[src/rtl/branch_hazard_scoreboard.sv]
// Branch-operand hazard unit for ID-stage branch resolution: per-source forwarding
// selects, per-register latency scoreboard, stall accounting and stall watchdog.

module bhs_src_lane #(
  parameter int REG_ADDR_W = 5,
  parameter int FWD_STAGES = 2,
  parameter int SEL_W      = 2,
  parameter int NREG       = 32
) (
  input  logic                                  branch_valid,
  input  logic [REG_ADDR_W-1:0]                 src,
  input  logic [FWD_STAGES-1:0]                 stage_wr_en,
  input  logic [FWD_STAGES-1:0][REG_ADDR_W-1:0] stage_rd,
  input  logic [NREG-1:0]                       busy,
  output logic [SEL_W-1:0]                      sel,
  output logic                                  hazard
);
  logic src_live;
  assign src_live = branch_valid && (src != '0);

  always_comb begin
    sel = '0;
    // Walk oldest to youngest so the youngest matching producer is the last writer.
    for (int k = FWD_STAGES; k >= 1; k--)
      if (stage_wr_en[k-1] && (stage_rd[k-1] == src))
        sel = SEL_W'(k);
    if (!src_live)
      sel = '0;
  end

  assign hazard = src_live && busy[src];
endmodule

module branch_hazard_scoreboard #(
  parameter int NUM_SRC    = 2,
  parameter int REG_ADDR_W = 5,
  parameter int FWD_STAGES = 2,
  parameter int ALU_LAT    = 1,
  parameter int LOAD_LAT   = 2,
  parameter int MAX_STALL  = 3,
  localparam int SEL_W     = $clog2(FWD_STAGES + 1),
  localparam int MAX_LAT   = (ALU_LAT > LOAD_LAT) ? ALU_LAT : LOAD_LAT,
  localparam int CNT_W     = $clog2(MAX_LAT + 1),
  localparam int RUN_W     = CNT_W + 2
) (
  input  logic                             clk,
  input  logic                             rst_n,
  input  logic                             branch_valid,
  input  logic [NUM_SRC*REG_ADDR_W-1:0]    id_src,
  input  logic                             id_issue,
  input  logic                             id_wr_en,
  input  logic                             id_is_load,
  input  logic [REG_ADDR_W-1:0]            id_rd,
  input  logic [FWD_STAGES-1:0]            stage_wr_en,
  input  logic [FWD_STAGES*REG_ADDR_W-1:0] stage_rd,
  output logic [NUM_SRC*SEL_W-1:0]         fwd_sel,
  output logic                             stall,
  output logic [RUN_W-1:0]                 stall_run,
  output logic [15:0]                      stall_total,
  output logic                             stall_err
);
  localparam int NREG = 2 ** REG_ADDR_W;

  logic [NUM_SRC-1:0][REG_ADDR_W-1:0]    src_a;
  logic [FWD_STAGES-1:0][REG_ADDR_W-1:0] srd_a;
  logic [NUM_SRC-1:0][SEL_W-1:0]         sel_a;
  logic [NUM_SRC-1:0]                    hazard;
  logic [NREG-1:0]                       busy;

  logic [NREG-1:0][CNT_W-1:0] cnt_q, cnt_d;
  logic [RUN_W-1:0]           run_q, run_d;
  logic [15:0]                total_q, total_d;
  logic                       err_q, err_d;
  logic                       issue;

  assign src_a   = id_src;
  assign srd_a   = stage_rd;
  assign fwd_sel = sel_a;

  always_comb begin
    for (int r = 0; r < NREG; r++)
      busy[r] = (cnt_q[r] != '0);
  end

  genvar gi;
  generate
    for (gi = 0; gi < NUM_SRC; gi++) begin : g_lane
      bhs_src_lane #(
        .REG_ADDR_W (REG_ADDR_W),
        .FWD_STAGES (FWD_STAGES),
        .SEL_W      (SEL_W),
        .NREG       (NREG)
      ) u_lane (
        .branch_valid (branch_valid),
        .src          (src_a[gi]),
        .stage_wr_en  (stage_wr_en),
        .stage_rd     (srd_a),
        .busy         (busy),
        .sel          (sel_a[gi]),
        .hazard       (hazard[gi])
      );
    end
  endgenerate

  assign stall = |hazard;
  assign issue = id_issue && !stall;

  // Issue load takes priority over the per-cycle countdown on the same register.
  always_comb begin
    cnt_d = '0;
    for (int r = 1; r < NREG; r++) begin
      cnt_d[r] = (cnt_q[r] != '0) ? cnt_q[r] - CNT_W'(1) : '0;
      if (issue && id_wr_en && (id_rd == REG_ADDR_W'(r)))
        cnt_d[r] = id_is_load ? CNT_W'(LOAD_LAT) : CNT_W'(ALU_LAT);
    end
  end

  always_comb begin
    run_d   = '0;
    total_d = total_q;
    err_d   = err_q;
    if (stall) begin
      run_d = (run_q != '1) ? run_q + RUN_W'(1) : run_q;
      if (total_q != 16'hFFFF)
        total_d = total_q + 16'd1;
      if (run_q == RUN_W'(MAX_STALL))
        err_d = 1'b1;
    end
  end

  always_ff @(posedge clk or negedge rst_n) begin
    if (!rst_n) begin
      cnt_q   <= '0;
      run_q   <= '0;
      total_q <= '0;
      err_q   <= 1'b0;
    end else begin
      cnt_q   <= cnt_d;
      run_q   <= run_d;
      total_q <= total_d;
      err_q   <= err_d;
    end
  end

  assign stall_run   = run_q;
  assign stall_total = total_q;
  assign stall_err   = err_q;
endmodule

[config.mk]
export PLATFORM = sky130hd
export DESIGN_NAME = branch_hazard_scoreboard
export DESIGN_NICKNAME = d
export VERILOG_FILES = /design/src/rtl/branch_hazard_scoreboard.sv
export SDC_FILE = /design/constraint.sdc
export NUM_CORES = 1
export LEC_CHECK = 0
export BUFFER_PORTS_ARGS = -buffer_cell sky130_fd_sc_hd__buf_4
export CORE_MARGIN = 2
export CORE_UTILIZATION = 60
export DETAILED_ROUTE_END_ITERATION = 8
export GPL_TIMING_DRIVEN = 0
export PLACE_DENSITY = 0.82
export SLEW_MARGIN = 20
export SYNTH_ARGS = -nofsm -noshare
export SYNTH_HDL_FRONTEND = slang
export SYNTH_SLANG_ARGS = --single-unit
[constraint.sdc]
create_clock -name clk -period 7.5 [get_ports clk]
set_input_delay 2.25 -clock clk [delete_from_list [all_inputs] [get_ports clk]]
set_output_delay 2.25 -clock clk [all_outputs]
set_load 0.03 [all_outputs]
==> impl_results.md <==
* Clock sinks at 83
* Max_cap viols at 0
* Post-synth top flop: dfrtp_1
* CTS tree: done
* Int Power at 741 uW
* Post-Syn Instances at 487
* CP Max Fanout at 10
* Gpl congestion at 0.881
* Logic gate share of total power at 20.0%
* Register area at 2080 um^2
* Post-CTS setup buffers at 0
* Layout cells sized above 1 at 21.5%
* Starting Density at 62.5%
* Final count of hold timing violations at 0
* Synth unique cells at 57
* Initial antenna violation count at 0
* Die area at 9410 um^2
* Setup crit end kind: primary output
* Area Overhead vs Synth at 14.2%
* Root buf cell: clkbuf_8
* Post-route DRC at 0
* Tcrit/Tclk final at 93.6%
* Power share of the clock group at 33.5%
* Core Box Area at 8300 um^2
* Post-Syn Area at 5190 um^2
* Antenna Nets Post-Route at 0
* H-tree depth at 3
* Initial drt markers at 303
* DR vias/cell at 6.13
* Setup TNS at 0 ns
* Worst Path Arrival at 4.77 ns
* Run status: finished clean
* Ranking of synthesized cells by area: dfrtp_1, mux2i_1, nor4_4
* Grt ovf at 0
* Synthesis-stage register bit count at 83
* CTS buffer count at 9
* Net count, final at 584
* Iteration count of the initial detailed-routing pass at 6
* DP HPWL at 8740 um
* Post-Synthesis Net Count at 522
* Final setup vio count at 0
* Cell row count at 33
* Setup Skew at 0.0113 ns
* RSZ-0062 raised after global routing: no
* Die Wd at 97.0 um
* Least-Margin Pin Slew at 1.00 ns
* Vias after detailed routing at 4035
* EDFF count, synth at 0
* CTS Buffer Depth at 2
* Sw Ratio at 29.3%
* Post-CTS Hold Buffers at 0
* Clock-pin slew on the worst setup and hold paths at 0.08 ns
* Max VDD drop at 193 uV
* Syn Area/Cell at 10.7 um^2
* Final Slew Violations at 0
* Total track usage at 26.5%
* Sw power at 308 uW
* CTS resizes at 0
* Async set-reset flop share out of synthesis at 100%
* Worst-skew pair later-pin latency at 0.35 ns
* Startpoint Class: input port
* Port Buffers at 51
* Wire per inst at 18.1 um
* Pin count of the biggest net entering global routing at 84
* Multi-input logic area at 2950 um^2
* Register area share after synthesis at 40.0%
* Leakage at 0.00245 uW
* # IOs at 59
* Worst EP required at 5.25 ns
* Global-route wire length before repair at 20300 um
* Slew HR at 33.2%
* Fillcell total at 600
* Synth area leader: dfrtp_1
* Post-layout min period at 7.02 ns
* Vias in the first global route at 4096
* Pwr Density at 177 nW/um^2
* Hold Crit Class: flop to flop
* Proportion of power drawn by flip-flops and latches at 46.6%
* Diode count at 0
* Post-Route WL at 11900 um
* Tot Pwr at 1050 uW
* Number of synthesis warnings at 0
* F_max at 142 MHz
* Critical path class: input port to primary output
* Synth top area share at 40.0%
* Die Ht at 97.0 um
## power by group through the flow
| stage | clock, uW | sequential [uW] | combinational, uW |
|---|---|---|---|
| floorplan | 0 | 528 | 98.6 |
| global placement | 0 | 495 | 205 |
| detailed placement | 0 | 496 | 210 |
| CTS | 357 | 488 | 210 |
| global route | 376 | 492 | 226 |
| finish | 351 | 488 | 209 |
## sequential cells by signal, summed over array words and instances (netlist names)
register / count
stall_err: 1
stall_total: 16
stall_run: 4
cnt_q: 62
## through the flow
step           setup WS (ns)  utilization [%]  cell area [um^2]  instances  hold WS, ns
4_1_cts                0.488             71.3              5920        658        0.485
3_3_place_gp           0.539             68.7              5700        643        0.459
2_1_floorplan           1.19                -              5190        487        0.511
3_5_place_dp           0.501             68.7              5700        643        0.463
5_1_grt                0.317             71.4              5920        658        0.505
6_report               0.480             71.4              5920        658        0.484
## cell usage after synthesis, types with 4 or more instances
cell type / instances
dfrtp_1: 83
mux2i_1: 62
nand2_1: 45
nor2_1: 41
nand2b_1: 33
xnor2_1: 19
nand3_1: 18
xor2_1: 17
nor4_4: 16
nor3_1: 13
and3_1: 12
buf_2: 10
clkbuf_1: 10
mux4_2: 8
o21ai_0: 7
inv_1: 6
nor3b_1: 6
nor4_1: 6
buf_1: 5
nand4_1: 5
and2_1: 4
nand3b_1: 4
or4_4: 4
## layer usage
metal | GRT usage (%) | up-vias | wire [um]
li1 | - | 1870 | -
met1 | 36.3 | 1977 | 5170
met2 | 42.3 | 162 | 5680
met3 | 6.00 | 26 | 852
met4 | 8.34 | 0 | 198
met5 | 0 | - | 0
## worst max-delay path, stage by stage
cell	delay, ns
buf_2	0.21
buf_2	0.31
mux4_2	0.35
a311oi_1	0.31
nand4_1	0.20
nand4_4	0.17
clkbuf_1	0.46
buf_2	0.32
buf_4	0.19
## cells by family (layout without fill, tap and decap cells)
logic type               count (synthesis)  count (layout)  share of synthesized area (%)
buffers and inverters                   34             100                           3.06
XOR/XNOR                                36              36                           6.08
multiplexers                            73              73                           16.1
flip-flops                              83              83                           40.0
AO/OA/AOI/OAI                           33              33                           5.09
AND/OR/NAND/NOR                        226             226                           29.2
adder cells (fa/ha/maj)                  2               2                          0.482
## path summary, 6_finish.rpt
| path | from | endpoint | slack, ns | cells after the start |
|---|---|---|---|---|
| max | id_src[5] | stall | 0.48 | 9 |
| min | stall_err$_DFFE_PN0P_ | stall_err$_DFFE_PN0P_ | 0.48 | 1 |
| max reg2reg | cnt_q[35]$_DFF_PN0_ | cnt_q[7]$_DFF_PN0_ | 4.62 | 8 |
| min reg2reg | stall_err$_DFFE_PN0P_ | stall_err$_DFFE_PN0P_ | 0.48 | 1 |
| max in group asynchronous | rst_n | cnt_q[28]$_DFF_PN0_ | 5.06 | 1 |
| min in group asynchronous | rst_n | cnt_q[48]$_DFF_PN0_ | 1.92 | 1 |
## cell usage in the layout (no fill, tap or decap), drive strengths merged, types with 3 or more instances in the layout
| master | count |
|---|---|
| a21oi | 3 |
| a311oi | 3 |
| and2 | 4 |
| and3 | 12 |
| buf | 68 |
| clkbuf | 22 |
| dfrtp | 83 |
| inv | 7 |
| mux2 | 3 |
| mux2i | 62 |
| mux4 | 8 |
| nand2 | 45 |
| nand2b | 33 |
| nand3 | 18 |
| nand3b | 4 |
| nand4 | 6 |
| nor2 | 41 |
| nor3 | 13 |
| nor3b | 6 |
| nor4 | 22 |
| nor4b | 4 |
| o21ai | 7 |
| o311ai | 3 |
| or3 | 3 |
| or4 | 5 |
| xnor2 | 19 |
| xor2 | 17 |
## final cells by class
| cell class | instances | share of cell area [%] |
|---|---|---|
| Inverter | 6 | 0.380 |
| Sequential cell | 83 | 35.1 |
| Clock buffer | 11 | 2.39 |
| Tap cell | 105 | 2.22 |
| Clock inverter | 4 | 1.25 |
| Buffer | 28 | 2.32 |
| Timing Repair Buffer | 51 | 6.53 |
| Multi-Input combinational cell | 370 | 49.9 |
Power figures use the tool's default switching activity.
